## src/rtl/image_proc_pkg.sv

```systemverilog
// Shared types and constants for the image-processing datapath:
// pixel width, Sobel kernel weights, gradient width and the 3x3 window struct.
package image_proc_pkg;

  localparam int PIX_W  = 8;
  localparam int GRAD_W = 11;

  localparam logic [PIX_W-1:0] PIX_MAX = 8'hFF;

  // Sobel kernel weights: outer rows/columns weigh 1, the centre row/column weighs 2.
  localparam logic signed [GRAD_W-1:0] SOBEL_K_EDGE = 11'sd1;
  localparam logic signed [GRAD_W-1:0] SOBEL_K_MID  = 11'sd2;

  typedef struct packed {
    logic [PIX_W-1:0] p1;
    logic [PIX_W-1:0] p2;
    logic [PIX_W-1:0] p3;
    logic [PIX_W-1:0] p4;
    logic [PIX_W-1:0] p5;
    logic [PIX_W-1:0] p6;
    logic [PIX_W-1:0] p7;
    logic [PIX_W-1:0] p8;
    logic [PIX_W-1:0] p9;
  } sobel_win_t;

endpackage

```

## src/rtl/sobel_grad.sv

```systemverilog
// Stage-1 Sobel gradient: combinational Gx/Gy from one 3x3 window.
// The parent registers the results.
module sobel_grad
  import image_proc_pkg::*;
(
  input  sobel_win_t               win_i,
  output logic signed [GRAD_W-1:0] gx_o,
  output logic signed [GRAD_W-1:0] gy_o
);

  function automatic logic signed [GRAD_W-1:0] ext(input logic [PIX_W-1:0] p);
    return $signed({{(GRAD_W-PIX_W){1'b0}}, p});
  endfunction

  // 11 signed bits cover the full +/-1020 range, so no intermediate overflow.
  always_comb begin
    gx_o = (SOBEL_K_EDGE * ext(win_i.p3) + SOBEL_K_MID * ext(win_i.p6) + SOBEL_K_EDGE * ext(win_i.p9))
         - (SOBEL_K_EDGE * ext(win_i.p1) + SOBEL_K_MID * ext(win_i.p4) + SOBEL_K_EDGE * ext(win_i.p7));
    gy_o = (SOBEL_K_EDGE * ext(win_i.p7) + SOBEL_K_MID * ext(win_i.p8) + SOBEL_K_EDGE * ext(win_i.p9))
         - (SOBEL_K_EDGE * ext(win_i.p1) + SOBEL_K_MID * ext(win_i.p2) + SOBEL_K_EDGE * ext(win_i.p3));
  end

endmodule

```

## src/rtl/sobel_window_filter.sv

```systemverilog
// 3-stage Sobel magnitude pipeline with valid/ready flow control and a frame counter.
// Optional macro SOBEL_THRESH_EN adds a thresh port and binarises the output.
module sobel_window_filter
  import image_proc_pkg::*;
#(
  parameter int FRAME_PIXELS = 4096
) (
  input  logic             clk,
  input  logic             reset,
  input  logic             start,
  input  logic [PIX_W-1:0] win_p1,
  input  logic [PIX_W-1:0] win_p2,
  input  logic [PIX_W-1:0] win_p3,
  input  logic [PIX_W-1:0] win_p4,
  input  logic [PIX_W-1:0] win_p5,
  input  logic [PIX_W-1:0] win_p6,
  input  logic [PIX_W-1:0] win_p7,
  input  logic [PIX_W-1:0] win_p8,
  input  logic [PIX_W-1:0] win_p9,
  input  logic             in_valid,
  output logic             in_ready,
  output logic [PIX_W-1:0] pix_out,
  output logic             out_valid,
  input  logic             out_ready,
  output logic             out_last,
  output logic             frame_done,
  output logic             busy
`ifdef SOBEL_THRESH_EN
  , input  logic [PIX_W-1:0] thresh
`endif
);

  localparam int CNT_W = $clog2(FRAME_PIXELS + 1);

  // Handshake: a transfer happens on a rising edge where valid && ready; the whole
  // pipeline moves only when stage 3 is empty or being drained (adv).
  sobel_win_t                win;
  logic signed [GRAD_W-1:0]  gx_c, gy_c;
  logic                      adv, in_hs, out_hs, is_last;

  logic                      s1_valid_q, s1_valid_d;
  logic signed [GRAD_W-1:0]  gx_q, gx_d, gy_q, gy_d;
  logic                      s2_valid_q, s2_valid_d;
  logic [GRAD_W-1:0]         mag_q, mag_d;
  logic                      s3_valid_q, s3_valid_d;
  logic [PIX_W-1:0]          pix_q, pix_d;
  logic [CNT_W-1:0]          count_q, count_d;
  logic                      done_q, done_d;
  logic                      busy_q, busy_d;

  function automatic logic [GRAD_W-1:0] abs_g(input logic signed [GRAD_W-1:0] g);
    logic [GRAD_W-1:0] r;
    r = g[GRAD_W-1] ? $unsigned(-g) : $unsigned(g);
    return r;
  endfunction

  assign win = '{p1: win_p1, p2: win_p2, p3: win_p3, p4: win_p4, p5: win_p5,
                 p6: win_p6, p7: win_p7, p8: win_p8, p9: win_p9};

  sobel_grad u_grad (
    .win_i (win),
    .gx_o  (gx_c),
    .gy_o  (gy_c)
  );

  assign adv      = !s3_valid_q || out_ready;
  assign in_ready = adv && !start && !reset;
  assign in_hs    = in_valid && in_ready;
  assign out_hs   = s3_valid_q && out_ready;
  assign is_last  = (count_q == CNT_W'(FRAME_PIXELS - 1));

  always_comb begin
    s1_valid_d = s1_valid_q;
    gx_d       = gx_q;
    gy_d       = gy_q;
    s2_valid_d = s2_valid_q;
    mag_d      = mag_q;
    s3_valid_d = s3_valid_q;
    pix_d      = pix_q;
    count_d    = count_q;
    done_d     = 1'b0;
    busy_d     = busy_q;
    // start flushes everything and wins over a same-cycle output handshake.
    if (start) begin
      s1_valid_d = 1'b0;
      s2_valid_d = 1'b0;
      s3_valid_d = 1'b0;
      count_d    = '0;
      busy_d     = 1'b0;
    end else begin
      if (adv) begin
        s1_valid_d = in_hs;
        gx_d       = gx_c;
        gy_d       = gy_c;
        s2_valid_d = s1_valid_q;
        mag_d      = abs_g(gx_q) + abs_g(gy_q);
        s3_valid_d = s2_valid_q;
`ifdef SOBEL_THRESH_EN
        pix_d      = (mag_q >= GRAD_W'(thresh)) ? PIX_MAX : '0;
`else
        pix_d      = (mag_q > GRAD_W'(PIX_MAX)) ? PIX_MAX : mag_q[PIX_W-1:0];
`endif
      end
      if (out_hs) count_d = is_last ? '0 : count_q + CNT_W'(1);
      done_d = out_hs && is_last;
      if (in_hs) busy_d = 1'b1;
      else if (out_hs && is_last) busy_d = 1'b0;
    end
  end

  always_ff @(posedge clk) begin
    if (reset) begin
      s1_valid_q <= 1'b0;
      gx_q       <= '0;
      gy_q       <= '0;
      s2_valid_q <= 1'b0;
      mag_q      <= '0;
      s3_valid_q <= 1'b0;
      pix_q      <= '0;
      count_q    <= '0;
      done_q     <= 1'b0;
      busy_q     <= 1'b0;
    end else begin
      s1_valid_q <= s1_valid_d;
      gx_q       <= gx_d;
      gy_q       <= gy_d;
      s2_valid_q <= s2_valid_d;
      mag_q      <= mag_d;
      s3_valid_q <= s3_valid_d;
      pix_q      <= pix_d;
      count_q    <= count_d;
      done_q     <= done_d;
      busy_q     <= busy_d;
    end
  end

  assign pix_out    = pix_q;
  assign out_valid  = s3_valid_q;
  assign out_last   = s3_valid_q && is_last;
  assign frame_done = done_q;
  assign busy       = busy_q;

endmodule

```

## config.mk

```make
export PLATFORM = sky130hd
export DESIGN_NAME = sobel_window_filter
export DESIGN_NICKNAME = d
export VERILOG_FILES = /design/src/rtl/image_proc_pkg.sv /design/src/rtl/sobel_grad.sv /design/src/rtl/sobel_window_filter.sv
export SDC_FILE = /design/constraint.sdc
export NUM_CORES = 1
export LEC_CHECK = 0
export ABC_AREA = 1
export ABC_CLOCK_PERIOD_IN_PS = 6300
export CAP_MARGIN = 40
export CORE_MARGIN = 1
export CORE_UTILIZATION = 46
export DETAILED_ROUTE_END_ITERATION = 16
export PLACE_DENSITY = 0.69
export SLEW_MARGIN = 20
export SYNTH_ARGS = -nofsm -noshare
export SYNTH_HDL_FRONTEND = slang
export SYNTH_SLANG_ARGS = --single-unit
export TNS_END_PERCENT = 100
```

## constraint.sdc

```tcl
create_clock -name clk -period 6.3 [get_ports clk]
set_input_delay 0.945 -clock clk [delete_from_list [all_inputs] [get_ports clk]]
set_output_delay 0.945 -clock clk [all_outputs]
set_load 0.03 [all_outputs]
```

==> results of run 1 <==
==> stage by stage <==
step | setup WS (ns) | total power [uW]
detailed placement | 1.09 | 2380
global route | 1.17 | 3160
CTS | 1.42 | 2840
finish | 1.45 | 2820
floorplan | 2.12 | 1970
global placement | 1.20 | 2360
==> cell type report <==
type,instances,area (um^2)
inverters,203,762
repair buffers,82,826
clock buffers,12,256
flip-flops and latches,58,1160
fillers,1309,5770
clock inverters,3,15.0
multi-input cells,652,4330
well taps,176,220
==> worst min path at each step <==
| stage | start | to | slack (ns) | cells past startpoint |
|---|---|---|---|---|
| finish | mag_q[7] | pix_out[7] | 0.46 | 2 |
| global route | mag_q[7] | pix_out[7] | 0.46 | 2 |
| global placement | mag_q[3] | pix_out[3] | 0.44 | 2 |
| CTS | mag_q[3] | pix_out[3] | 0.45 | 2 |
| floorplan | s2_valid_q | s2_valid_q | 0.43 | 2 |
| detailed placement | mag_q[3] | pix_out[3] | 0.45 | 2 |
==> kinds of logic after synthesis <==
kind of cell / share of synthesized area
and+or+nand+nor: 0.230
AOI/OAI and AO/OA: 0.124
adders and majority gates: 0.252
DFF: 0.183
buffers and inverters: 0.136
xor gates and xnor gates: 0.0758
==> cell usage in the layout, fill, tap and decap left out, types with 3 or more instances in the layout <==
cell	synthesis	routed
o21ai_0	40	40
nor2_2	3	3
nand2_1	178	178
o211ai_1	3	3
a21oi_1	82	82
inv_1	201	201
a21o_1	4	4
o21bai_1	7	7
clkbuf_16	0	9
xnor2_1	13	13
clkinv_2	0	3
ha_1	69	69
clkdlybuf4s50_1	0	81
nand3_1	56	56
nor2_1	75	75
dfxtp_1	58	58
o21ai_1	4	4
a31oi_1	3	3
xor2_1	42	42
or2_2	3	3
nand4_1	13	13
nor3_1	8	8
fa_1	37	37
==> per-layer routing <==
metal / track usage / share of wire / vias to the layer above
li1: - / - / 3071
met1: 0.242 / 0.46 / 2563
met2: 0.373 / 0.49 / 106
met3: 0.0261 / 0.032 / 23
met4: 0.0852 / 0.025 / 0
met5: 0 / 0 / -
==> critical path, delay by kind of cell <==
family / cells / cell delay (ns)
simple gates: 10 / 0.92
xor+xnor: 1 / 0.20
fa+ha+maj: 5 / 1.87
compound gates: 2 / 0.43
buf+inv: 4 / 0.69
==> flip-flops by register name (all words and copies together) (netlist names) <==
name	count
busy	1
count_q	13
frame_done	1
gx_q	11
gy_q	10
mag_q	11
out_valid	1
pix_out	8
s1_valid_q	1
s2_valid_q	1
==> report_power, final <==
group	internal (uW)	total [uW]	leakage, uW	switching, uW
combinational	740	1890	0.00329	1150
sequential	450	495	0.000478	45.0
clock	282	440	0.000138	158
total	1470	2820	0.00390	1350
==> results.md, run 1 <==
* Tcrit/Tclk final at 0.770
* Max-Slew Margin vs Limit at 0.566
* Fin crit period at ~4.9 ns
* Root Buffer: clkbuf_16
* Drt wl/cell at between 10 and 15 um
* Post-CTS Setup Repair Bufs at 0
* Synth top area share at 0.183
* DR vias/cell at approximately 5
* Clock Tree Buf Depth at 2
* Top Ports at 90
* Post-synthesis async set-or-reset flop share at 0
* Die X at 120 um
* CP startpoint kind: primary input
* Total congestion overflow at 0
* Peak Freq at between 0.2 and 0.25 GHz
* Number of flops mapped to enable cells by yosys at 0
* Global-route wire length before repair at 23700 um
* Clock buffer count from CTS at 9
* Max incr delay on CP at 0.49 ns
* Post-synthesis sequential area ratio at 0.183
* Max Slew Vio Count at 0
* Area Overhead vs Synth at 19.1%
* Final Skew at between 0.007 and 0.008 ns
* Critical Path RT at 6.53 ns
* End of the critical path: gy_q[10]
* Critical Path Source: win_p7[1]
* Mapped Cells at approximately 930
* Top-count cell post-synth: inv_1
* Starting density of the core at 0.476
* Detail Placement HPWL at roughly 12000 um
* CTS tree: done
* Fin. Hold Viols at 0
* Post-CTS Hold Buffers at 0
* Crit path cell chain: clkdlybuf4s50_1 -> ha_1 -> inv_1 -> fa_1 -> o21ai_0 -> nand3_1 -> nand2_1 -> xor2_1 -> fa_1 -> inv_1 -> fa_1 -> ha_1 -> nand2_1 -> nand2_1 -> nand2_1 -> o21ai_0 -> nor2_1 -> nand3_1 -> nand2_1 -> nand3_1 -> nand2_1 -> inv_1
* CTS clk-pin slew, worst paths at around 0.050 ns
* Critical Path End Type: flop
* Main synth FF type: dfxtp_1
* Critical Path Fanout Max at 5
* Largest net degree at the start of global routing at 39
* Nets at 1189
* Vias in the first global route at 5444
* Worst hold slack at ~0.46 ns
* Worst Tran Pin Value at ~0.65 ns
* Setup slack, reg-to-reg at around 3.8 ns
* Final core utilization at 0.567
* Worst EP arrival at 5.09 ns
* Fin Setup TNS at 0 ns
* Total track usage at 0.205
* Initial antenna violation count at 0
* Design area at approximately 0.0076 mm^2
* Critical path class: in -> reg
* Synth Warn # at 0
* Crit path top cell by count: nand2_1
* Post-route DRC violation count at 0
* Non-Filler Instances at 1186
* Height of the die at 120 um
* Status: completed
* Mean Syn Cell Area at ~6.9 um^2
* Hold Crit Class: reg -> reg
* FP Rows at 42
* # setup viols final at 0
* Initial DRC count at roughly 220
* Drt pass-1 iters at 7
* Clk Latency, worst-skew pair at approximately 0.33 ns
* RSZ-0062 raised after global routing: no
* Total clock sinks at a little under 60
* Slowest cell on the critical path: clkdlybuf4s50_1
* Placer Congestion at roughly 0.86
* Post-CTS Resized at 0
* Placed insts at 1171
* Yosys top cell by area: dfxtp_1
* Core footprint at between 0.01 and 0.015 mm^2
* Worst r2r src: gx_q[0]
* Synthesized cell area at around 0.0064 mm^2
* Placed cell areas at roughly 0.0073 mm^2
* Mapped Nets at between 1000 and 1500
* Port bufs at approximately 80
* Leak Pwr at 0.00390 uW
* Top cells by area, synth: dfxtp_1, ha_1, inv_1
* FF-to-FF path depth at 17
* Synth top cells by count: inv_1, nand2_1, a21oi_1
* DIE AREA at 0.0143 mm^2
* DR vias at 5763
* Worst IR drop on VDD at ~130 uV
* Inserted Diodes at 0
* Layout cell share with drive strength beyond 1 at 0.0287
* Routed wire length at approximately 14000 um
* Synthesized flop and latch total at 58
* FF-to-FF End: mag_q[10]
* PwrDens at between 300 and 400 mW/mm^2
* Max-Cap Viols at 0
* H-tree depth at 3
* Distinct cells, synth at 35
* Antenna-violating nets left at 0
Note: power is estimated with default switching activity, not from simulation.
==> inputs of run 2 (changes only) <==
--- a/config.mk
+++ b/config.mk
@@ -6,7 +6,7 @@
 export NUM_CORES = 1
 export LEC_CHECK = 0
 export ABC_AREA = 1
-export ABC_CLOCK_PERIOD_IN_PS = 6300
+export ABC_CLOCK_PERIOD_IN_PS = 4800
 export CAP_MARGIN = 40
 export CORE_MARGIN = 1
 export CORE_UTILIZATION = 46
==> constraint.sdc (replaced) <==
create_clock -name clk -period 4.8 [get_ports clk]
set_input_delay 0.72 -clock clk [delete_from_list [all_inputs] [get_ports clk]]
set_output_delay 0.72 -clock clk [all_outputs]
set_load 0.03 [all_outputs]
==> run 2 against run 1 <==
Effect of this change:
- sequential cell count did not move
- clock power rose by 48%
- setup slack got worse by 1.1 ns
- sequential power rose by 31%
- global-route usage rose by 0.094 points
- register-to-register slack got worse by 1.6 ns
- worst hold slack got worse by 0.0077 ns
- non-clock buffer count rose by 6
- critical endpoint unchanged
- largest cell class unchanged
==> results.md, run 2 (synthesis results as in run 1) <==
* Worst hold path stage count at 2
* Worst hold slack at ~0.45 ns
* CTS tree: done
* Drt wl/cell at about 12 um
* Height of the die at roughly 120 um
* Final Skew at roughly 0.0047 ns
* CTS clk-pin slew, worst paths at 0.05 ns
* Die X at ~120 um
* Largest net degree at the start of global routing at 39
* Placed insts at about 1200
* DIE AREA at 0.0143 mm^2
* Largest reg by FF count: count_q
* Worst Tran Pin Value at ~0.65 ns
* Global-route wire length before repair at 23800 um
* Reg area at around 0.0012 mm^2
* Clock buffer count from CTS at 9
* CP startpoint kind: primary input
* Design area at 0.00767 mm^2
* Area Overhead vs Synth at 20.7%
* Hold path start: mag_q[3]
* Fin crit period at approximately 4.5 ns
* FP Rows at between 40 and 50
* Fill count at between 1000 and 1500
* Leak Pwr at 0.00396 uW
* Peak Freq at approximately 0.22 GHz
* Top Ports at 90
* PwrDens at roughly 490 mW/mm^2
* Routed wire length at 13700 um
* Commonest cells after routing, fill and taps aside: inv_1, nand2_1, a21oi_1
* Placer Congestion at ~0.86
* Clk Latency, worst-skew pair at between 0.3 and 0.4 ns
* Critical Path End Type: flop
* Setup slack, reg-to-reg at ~2.2 ns
* Nets at about 1200
* Worst IR drop on VDD at 187 uV
* Overall power at roughly 3800 uW
* Max Slew Vio Count at 0
* Critical Path RT at 5.03 ns
* Post-CTS Hold Buffers at 0
* Non-Filler Instances at between 1000 and 1500
* FF-to-FF End: mag_q[10]
* Detail Placement HPWL at approximately 12000 um
* Tcrit/Tclk final at 0.930
* Worst r2r src: gx_q[0]
* Starting density of the core at 0.476
* Top flop regs: count_q (13), gx_q (11), mag_q (11)
* H-tree depth at 3
* # setup viols final at 0
* Placed cell areas at about 0.0073 mm^2
* Total clock sinks at between 50 and 60
* Drt pass-1 iters at 6
* Port bufs at 81
* Inserted Diodes at 0
* Multi-input gate area at approximately 0.0043 mm^2
* Post-CTS Setup Repair Bufs at 0
* Fin. Hold Viols at 0
* Initial antenna violation count at 0
* FF-to-FF path depth at 17
* Max-Slew Margin vs Limit at 0.567
* DR vias/cell at around 4.8
* Hold endpoint: pix_out[3]
* Post-route DRC violation count at 0
* Hold Crit Class: reg -> reg
* Status: completed
* Total congestion overflow at 0
* DR vias at 5700
* Total track usage at 0.206
* Critical path class: in -> reg
* Initial DRC count at approximately 180
* Commonest non-fill, non-tap cell in the layout: inv_1
* Root Buffer: clkbuf_16
* Clock Tree Buf Depth at 2
* Max reg flops at 13
* Core footprint at about 0.013 mm^2
* RSZ-0062 raised after global routing: no
* Layout cell share with drive strength beyond 1 at 0.0383
* Worst EP arrival at about 4.7 ns
* Vias in the first global route at around 5600
* Max-Cap Viols at 0
* Antenna-violating nets left at 0
* Critical Path Fanout Max at 4
==> run 2: power by group <==
| part | switching, uW | internal [uW] | total, uW | leakage (uW) |
|---|---|---|---|---|
| sequential | 60.2 | 590 | 650 | 0.000478 |
| clock | 205 | 447 | 652 | 0.000161 |
| combinational | 1500 | 986 | 2480 | 0.00332 |
==> run 2: worst max path at each step <==
stage          startpoint        to  slack, ns  cells past startpoint
6_report        win_p1[1]  gy_q[10]       0.34                     24
4_1_cts         win_p7[1]  gy_q[10]       0.25                     22
3_3_place_gp    win_p7[1]  gy_q[10]       0.03                     22
3_5_place_dp    win_p7[1]  gy_q[10]      -0.08                     22
2_1_floorplan   win_p1[1]  gx_q[10]       0.84                     21
5_1_grt         win_p1[1]  gy_q[10]       0.01                     24
==> run 2: timing repair <==
item,4_1_cts,5_1_grt
resized for setup,0,4
endpoints found under the setup margin,0,1
endpoints found under the hold margin,0,0
==> run 2: critical path, stage by stage <==
cell and delay [ns]:
clkdlybuf4s50_1 0.50, ha_1 0.18, inv_1 0.05, fa_1 0.41, o21ai_2 0.18, nand2_1 0.06
nand2_1 0.06, a21oi_1 0.06, xnor2_1 0.13, buf_4 0.15, fa_1 0.51, inv_1 0.06
fa_1 0.45, ha_1 0.35, nand2_1 0.08, nand2_1 0.07, nand2_1 0.05, o21ai_0 0.07
nor2_1 0.16, nand3_1 0.09, nand2_1 0.07, nand3_1 0.08, nand2_1 0.09, inv_1 0.04
==> run 2: through the flow <==
step / TNS (ns) / worst slack (ns) / util
detailed placement: -0.0947 / -0.0841 / 0.550
floorplan: 0 / 0.841 / -
CTS: 0 / 0.251 / 0.574
global route: 0 / 0.0128 / 0.575
finish: 0 / 0.336 / 0.575
global placement: 0 / 0.0341 / 0.550
==> run 2: routing by layer <==
| metal | vias to the layer above | track usage | wire length, um |
|---|---|---|---|
| met3 | 20 | 0.0347 | 422 |
| li1 | 3082 | - | - |
| met1 | 2503 | 0.233 | 6270 |
| met5 | - | 0 | 0 |
| met2 | 95 | 0.383 | 6680 |
| met4 | 0 | 0.0789 | 370 |
==> run 2: cell type report <==
cell class	count	share of cell area
multi-input cells	652	0.566
flip-flops and latches	58	0.151
inverters	203	0.0993
clock buffers	16	0.0419
well taps	176	0.0287
repair buffers	88	0.113
==> inputs of run 3 (changes only) <==
--- a/config.mk
+++ b/config.mk
@@ -16,4 +16,4 @@
 export SYNTH_ARGS = -nofsm -noshare
 export SYNTH_HDL_FRONTEND = slang
 export SYNTH_SLANG_ARGS = --single-unit
-export TNS_END_PERCENT = 100
+export TNS_END_PERCENT = 5
==> results of run 3 <==
The final DEF is identical to that of run 2; final timing and power are the same.
